[src/rtl/load_wb_queue.sv]
// In-order load destination queue: pairs each memory response with the oldest
// outstanding destination tag and drives the registered writeback triple.
module lwq_entry (
  input  logic       clk,
  input  logic       rst,
  input  logic       wr,
  input  logic       clr,
  input  logic [6:0] din,
  input  logic [6:0] rs1,
  input  logic [6:0] rs2,
  output logic       occ,
  output logic [6:0] tag,
  output logic       hit
);
  always_ff @(posedge clk or posedge rst) begin
    if (rst) begin
      occ <= 1'b0;
      tag <= 7'h00;
    end else if (wr) begin
      occ <= 1'b1;
      tag <= din;
    end else if (clr) begin
      occ <= 1'b0;
    end
  end

  // Only the stored occupancy counts, so a same-cycle push is invisible here.
  assign hit = occ && ((rs1[6] && (rs1 == tag)) || (rs2[6] && (rs2 == tag)));
endmodule

module load_wb_queue #(
  parameter int DEPTH = 4,
  parameter int CW    = 3
) (
  input  logic          clk,
  input  logic          rst,
  input  logic          req_valid,
  input  logic [6:0]    req_rd,
  output logic          req_ready,
  input  logic          mem_rvalid,
  input  logic [31:0]   mem_rdata,
  output logic          wb_mre,
  output logic [6:0]    wb_rd,
  output logic [31:0]   wb_memdata,
  input  logic [6:0]    hz_rs1,
  input  logic [6:0]    hz_rs2,
  output logic          hz_pending,
  output logic [CW-1:0] count,
  output logic          err_orphan
);
  localparam int AW = (DEPTH > 1) ? $clog2(DEPTH) : 1;
  localparam logic [6:0] X0_TAG = 7'h40;

  logic [AW-1:0]             wr_ptr, rd_ptr;
  logic [DEPTH-1:0][6:0]     tags;
  logic [DEPTH-1:0]          occ, hit;
  logic                      push, pop, empty;
  logic [6:0]                head;

  assign empty     = (count == '0);
  assign req_ready = (count != CW'(DEPTH));
  assign push      = req_valid && req_ready;
  assign pop       = mem_rvalid && !empty;
  assign head      = tags[rd_ptr];
  assign hz_pending = |hit;

  // Push and pop never target the same slot: that needs count of 0 or DEPTH.
  for (genvar i = 0; i < DEPTH; i++) begin : g_ent
    lwq_entry u_ent (
      .clk (clk),
      .rst (rst),
      .wr  (push && (wr_ptr == AW'(i))),
      .clr (pop && (rd_ptr == AW'(i))),
      .din (req_rd),
      .rs1 (hz_rs1),
      .rs2 (hz_rs2),
      .occ (occ[i]),
      .tag (tags[i]),
      .hit (hit[i])
    );
  end

  always_ff @(posedge clk or posedge rst) begin
    if (rst) begin
      wr_ptr     <= '0;
      rd_ptr     <= '0;
      count      <= '0;
      wb_mre     <= 1'b0;
      wb_rd      <= 7'h00;
      wb_memdata <= 32'h0;
      err_orphan <= 1'b0;
    end else begin
      if (push) wr_ptr <= wr_ptr + AW'(1);
      if (pop)  rd_ptr <= rd_ptr + AW'(1);
      case ({push, pop})
        2'b10:   count <= count + CW'(1);
        2'b01:   count <= count - CW'(1);
        default: count <= count;
      endcase
      wb_mre <= pop;
      if (pop) begin
        wb_rd      <= (head == X0_TAG) ? 7'h00 : head;
        wb_memdata <= mem_rdata;
      end
      if (mem_rvalid && empty) err_orphan <= 1'b1;
    end
  end
endmodule

[config.mk]
export PLATFORM = sky130hd
export DESIGN_NAME = load_wb_queue
export DESIGN_NICKNAME = d
export VERILOG_FILES = /design/src/rtl/load_wb_queue.sv
export SDC_FILE = /design/constraint.sdc
export NUM_CORES = 1
export LEC_CHECK = 0
export BUFFER_PORTS_ARGS = -buffer_cell sky130_fd_sc_hd__buf_2
export CORE_MARGIN = 2
export CORE_UTILIZATION = 48
export CTS_CLUSTER_DIAMETER = 80
export DETAILED_ROUTE_END_ITERATION = 12
export GPL_TIMING_DRIVEN = 0
export PLACE_DENSITY = 0.8
export SYNTH_ARGS = -nofsm -noshare
export SYNTH_HDL_FRONTEND = slang
export SYNTH_HIERARCHICAL = 1
export SYNTH_SLANG_ARGS = --single-unit
export TNS_END_PERCENT = 30
[constraint.sdc]
create_clock -name clk -period 2.2 [get_ports clk]
set_input_delay 0.22 -clock clk [delete_from_list [all_inputs] [get_ports clk]]
set_output_delay 0.22 -clock clk [all_outputs]
set_load 0.005 [all_outputs]
# Word-level counts from Yosys, hierarchy flattened
# Cells that the tools add are included.
# W data, S select, Z words.
# word_totals
reg_bits	80
latch_bits	0
mem_bits_rw	0
romBits	0
input_bits	57
output_inout_bits	46
elab_cells	87
n_memories	0
# op_classes
n_addsub	4
multipliers	0
n_div	0
magnitude_cmp	1
n_eq_ne	18
shifts	0
n_mux	12
bitwise	0
n_reduce_logical	37
# op_table
op	count
$eq A7 B7 Y1	8
$logic_and A1 B1 Y1	23
$bmux W7 S2	1
$mux W7	2
$eq A2 B2 Y1 const B	5
$reduce_bool A2 Y1	5
$mux W1	8
$eq A7 B7 Y1 const B	1
$eq A2 B1 Y1 const B	3
$pmux W3 S2	1
$add A2 B1 Y2 const B	2
$logic_not A2 Y1	2
$logic_or A1 B1 Y1	4
$reduce_or A4 Y1	1
$add A3 B1 Y3 const B	1
$logic_not A3 Y1	1
$lt A2 B3 Y1 const B	1
$ne A3 B3 Y1 const B	1
$sub A3 B1 Y3 const B	1
$logic_not A1 Y1	1

# Logic depth before layout (Yosys ltp)
# logic_depth
ltp_word	6
mapped_depth	9
depth_no_buf	9

# By module
# The synthesis kept the hierarchy.
# modules_own_cells
module	n_inst	cells_per_inst	area_per_inst_um2	seq_area_each_um2
load_wb_queue	1	147	2227.1	1201.2
lwq_entry	4	38	444.2	200.2

# Least setup slack after synthesis
# OpenSTA, ideal clock, no wires.
# synth_timing
kind	register -> register
from	register count[1]
to	register count[2]
setup_time_ns	0.079
arrival_ns	2.062
t_required_ns	2.121
setup_slack_ns	0.059
stages_incl_launch_ff	10
n_path_buf	0
synth_period_minus_slack_ns	2.141
cell_sequence	dfrtp_1 or3b_4 and2_4 inv_1 ha_1 inv_1 fa_1 xor2_1 nor2_1 xor2_1
# synth_between
word_cells_on_any_way	11
cone_classes	2 x add/sub; 3 x eq/ne; 1 x mux; 5 x reduce/logical
# synth_rtl
item	line_no	text
from (decl)	48	output logic [CW-1:0] count,
from (signal assigned)	96	2'b10: count <= count + CW'(1);
from (signal assigned)	97	2'b01: count <= count - CW'(1);
from (signal assigned)	98	default: count <= count;
$ne A3 B3 Y1 (*)	61	assign req_ready = (count != CW'(DEPTH));
via req_ready	39	output logic req_ready,
$logic_and A1 B1 Y1 (*)	62	assign push = req_valid && req_ready;
$eq A2 B1 Y1 / $eq A2 B2 Y1 (equally long branches)	95	case ({push, pop})
$pmux W3 S2 / $reduce_bool A2 Y1 (equally long branches)	n/a	
# The timed path passes the listed nets; every way through them passes the cells marked *.
# A chain may end at the register's enable or synchronous reset.

# Worst setup path after layout
# layout_timing
from	register g_ent[1].u_ent.tag[4]
to	output hz_pending
# layout_between
elab_chain_cells	5
word_cells_on_any_way	7
cone_classes	2 x eq/ne; 5 x reduce/logical
# layout_lines
item	line_no	text
from (decl)	12	output logic [6:0] tag,
from (signal assigned)	21	tag <= din;
$eq A7 B7 Y1	28	assign hit = occ && ((rs1[6] && (rs1 == tag)) || (rs2[6] && (rs2 == tag)));
$logic_and A1 B1 Y1	28	
$logic_or A1 B1 Y1 (*)	28	
$logic_and A1 B1 Y1 (*)	28	
via hit[1]	56	logic [DEPTH-1:0] occ, hit;
$reduce_or A4 Y1 (*)	65	assign hz_pending = |hit;
to (decl)	47	output logic hz_pending,
# Marks and branches as above.

==> impl_metrics.yaml <==
routing:
  drt-total-wl_um: 9040
  drc_errors: 0
  vias_per_cell: 5.18
  ant_nets: 0
  drt_iter0_markers: 113
  vias: 2749
  drt_pass1_iterations: 4
  wire_per_inst_um: 17.0
clock_tree:
  path_clk_slew_ns: 0.09
  cts_tree: "done"
  cts_made_buffers: 9
  clk_latency_ns: 0.35
  htree_levels: 3
  clockRootBuffer: "clkbuf_8"
  cts_sinks: 80
  cts_buffer_depth: 2
place:
  gp_congestion: 0.987
  io_buffers: 102
  dp_cells: 507
  hpwlAfterDp_um: 6880
die:
  die_w_um: 95.3
  num_rows: 33
  die_h_um: 95.3
  start_util_pct: 49.2
  dieArea_sq_um: 9090
  fp.coreArea_sq_um: 8130
  ios: 103
yosys:
  ys_top_cells_by_count: "dfrtp_1 (80), mux2_2 (67), xnor2_1 (35)"
  synth_flop_cell: "dfrtp_1"
  yosysSeqAreaShare_pct: 50.0
  ys_warn_count: 6
  yosysMostFrequentCell: "dfrtp_1"
  synth_edf_count: 0
  synth_nets: 366
  synth_area_leaders: "dfrtp_1 (50%), mux2_2 (19%), xnor2_1 (7.7%)"
  ys_types: 29
  synth_area_leader_cell: "dfrtp_1"
  syn-cell-area_sq_um: 4000
  async_flop_share_pct: 100
  ys_seq_elements: 80
  syn_area_per_cell_sq_um: 13.4
  synth_top_area_share_pct: 50.0
  synthCells: 299
global_routing:
  track_usage_pct: 20.4
  grt_start_max_net_pins: 32
  antenna_found_initial: 0
  grt_pass1_wl_um: 13600
  grt_overflow: 0
  grt_pass1_vias: 2697
hold_path:
  min_to: "wb_memdata[30]"
  hold_path.startpoint: "mem_rdata[30]"
  hold_path.class: "in2reg"
  holdPathStages: 2
layout:
  drive_gt1_share_pct: 52.6
  final_cell_count_no_fill: 531
  synthToLayoutAreaGrowth_pct: 24.2
  antennaDiodeCount: 0
  fillCellCount: 653
  final_nets: 488
pwr:
  leakage_nw: 2.28
  p_per_area_nw_per_um2: 1370
  vdd_ir_drop_max_mv: 0.755
  power_w: 0.00683
timing:
  finalHoldViolations: 0
  maxSlewViolCount: 0
  relSlewSlack_pct: 63.4
  finalCritPeriodShare_pct: 99.1
  rsz0062_at_grt: "true"
  fmax_mhz: 458
  finalClockSkew_ns: 0.00975
  setup_viol: 0
  worst_slew_pin_slew_ns: 0.549
  period_minus_slack_ns: 2.18
critical_path:
  reg2reg_from: "count[0]"
  start_kind: "flop"
  timing.rr.end: "count[2]"
  r2r_cells: 9
  end_kind: "primary output"
  critical_path_class: "reg2out"
  required_ns: 1.98
  reg2reg_setup_slack_ns: 0.08
  worstPathMaxFanout: 4
  arrival_ns: 1.96
run:
  cap_violations: 0
outcome:
  run_status: "completed"
-- flip-flops by register name, summed over array words and instances (netlist names) --
signal / flops
wb_mre: 1
wb_memdata: 32
count: 3
wr_ptr: 2
err_orphan: 1
g_ent.u_ent/occ: 4
rd_ptr: 2
g_ent.u_ent/tag: 28
wb_rd: 7
-- critical path, stage by stage, from the launching register on --
cell,delay [ns]
dfrtp_1,0.44
xnor2_1,0.15
nand3_1,0.10
nor4_1,0.06
o21a_1,0.19
or4_4,0.53
buf_2,0.14
-- power breakdown --
group | internal, W | leakage, nW | switching [W]
clock network | 0.000653 | 0.108 | 0.000577
logic | 0.00167 | 1.24 | 0.00117
registers | 0.00215 | 0.937 | 0.000618
-- metal layers --
metal  global-route usage [%]  part of all wire [%]
met3                     4.43                   8.2
met4                     6.28                   1.4
met5                        0                     0
met1                     27.8                    45
met2                     32.6                    46
-- worst max-delay path by stage --
| stage | start | to | slack, ns | depth (start not counted) |
|---|---|---|---|---|
| after CTS | g_ent[1].u_ent/tag[4] | hz_pending | -0.02 | 6 |
| after global routing | g_ent[1].u_ent/tag[0] | hz_pending | -0.04 | 6 |
| final | g_ent[1].u_ent/tag[4] | hz_pending | 0.02 | 6 |
| after floorplan | count[1] | count[2] | 0.06 | 9 |
| after detailed placement | count[1] | count[2] | -0.04 | 9 |
| after global placement | count[1] | count[2] | -0.008 | 9 |
-- cell usage in the layout, fill, tap and decap left out, types with 2 or more instances in the layout --
master,instances
a21o_1,5
and2_1,4
and3_2,4
buf_2,106
buf_4,10
buf_6,2
bufinv_16,2
clkbuf_8,9
clkinvlp_4,2
dfrtp_1,77
dfrtp_2,3
ha_1,8
inv_1,17
mux2_2,67
mux4_2,7
nand3_1,16
nor3_1,2
nor4_1,9
o21a_1,4
xnor2_1,35
xor2_1,18
-- per-stage QoR --
stage          instance area [sq um]  hold slack [ns]  setup WS, ns  util, %  setup TNS (ns)
5_1_grt                         4970           0.0826       -0.0445     61.1         -0.0445
3_3_place_gp                    4650            0.259      -0.00752     57.1        -0.00752
6_report                        4970           0.0923        0.0188     61.1               0
2_1_floorplan                   4000           0.0357        0.0588        -               0
3_5_place_dp                    4670            0.264       -0.0428     57.4         -0.0697
4_1_cts                         4930           0.0807       -0.0168     60.6         -0.0312
-- logic make-up (layout without fill, tap and decap cells) --
family | Yosys count | count (layout) | share of synthesized area (%)
xor+xnor | 53 | 53 | 11.6
flops | 80 | 80 | 50.0
compound gates | 12 | 12 | 2.47
mux | 76 | 76 | 23.4
buf+inv | 28 | 155 | 3.31
fa+ha+maj | 10 | 10 | 3.31
simple gates | 40 | 40 | 5.91
-- layout make-up --
cell class              instances  area, sq um  share of cell area [%]
flip-flops and latches         80         2010                    40.3
multi-input cells             191         1880                    37.8
repair buffers                111          593                    11.9
well taps                     105          131                    2.64
clock buffers                   9          124                    2.49
clock inverters                 7          104                    2.09
plain buffers                  10         68.8                    1.38
inverters                      18         67.6                    1.36
-- timing repair --
action | CTS | global route
gates resized for setup | 3 | 4
hold buffers | 1 | 0
setup endpoints to repair | 3 | 3
endpoints found under the hold margin | 49 | 0
buffers inserted | 3 | 4
pin swaps | 2 | 4
Power figures use the tool's default switching activity.
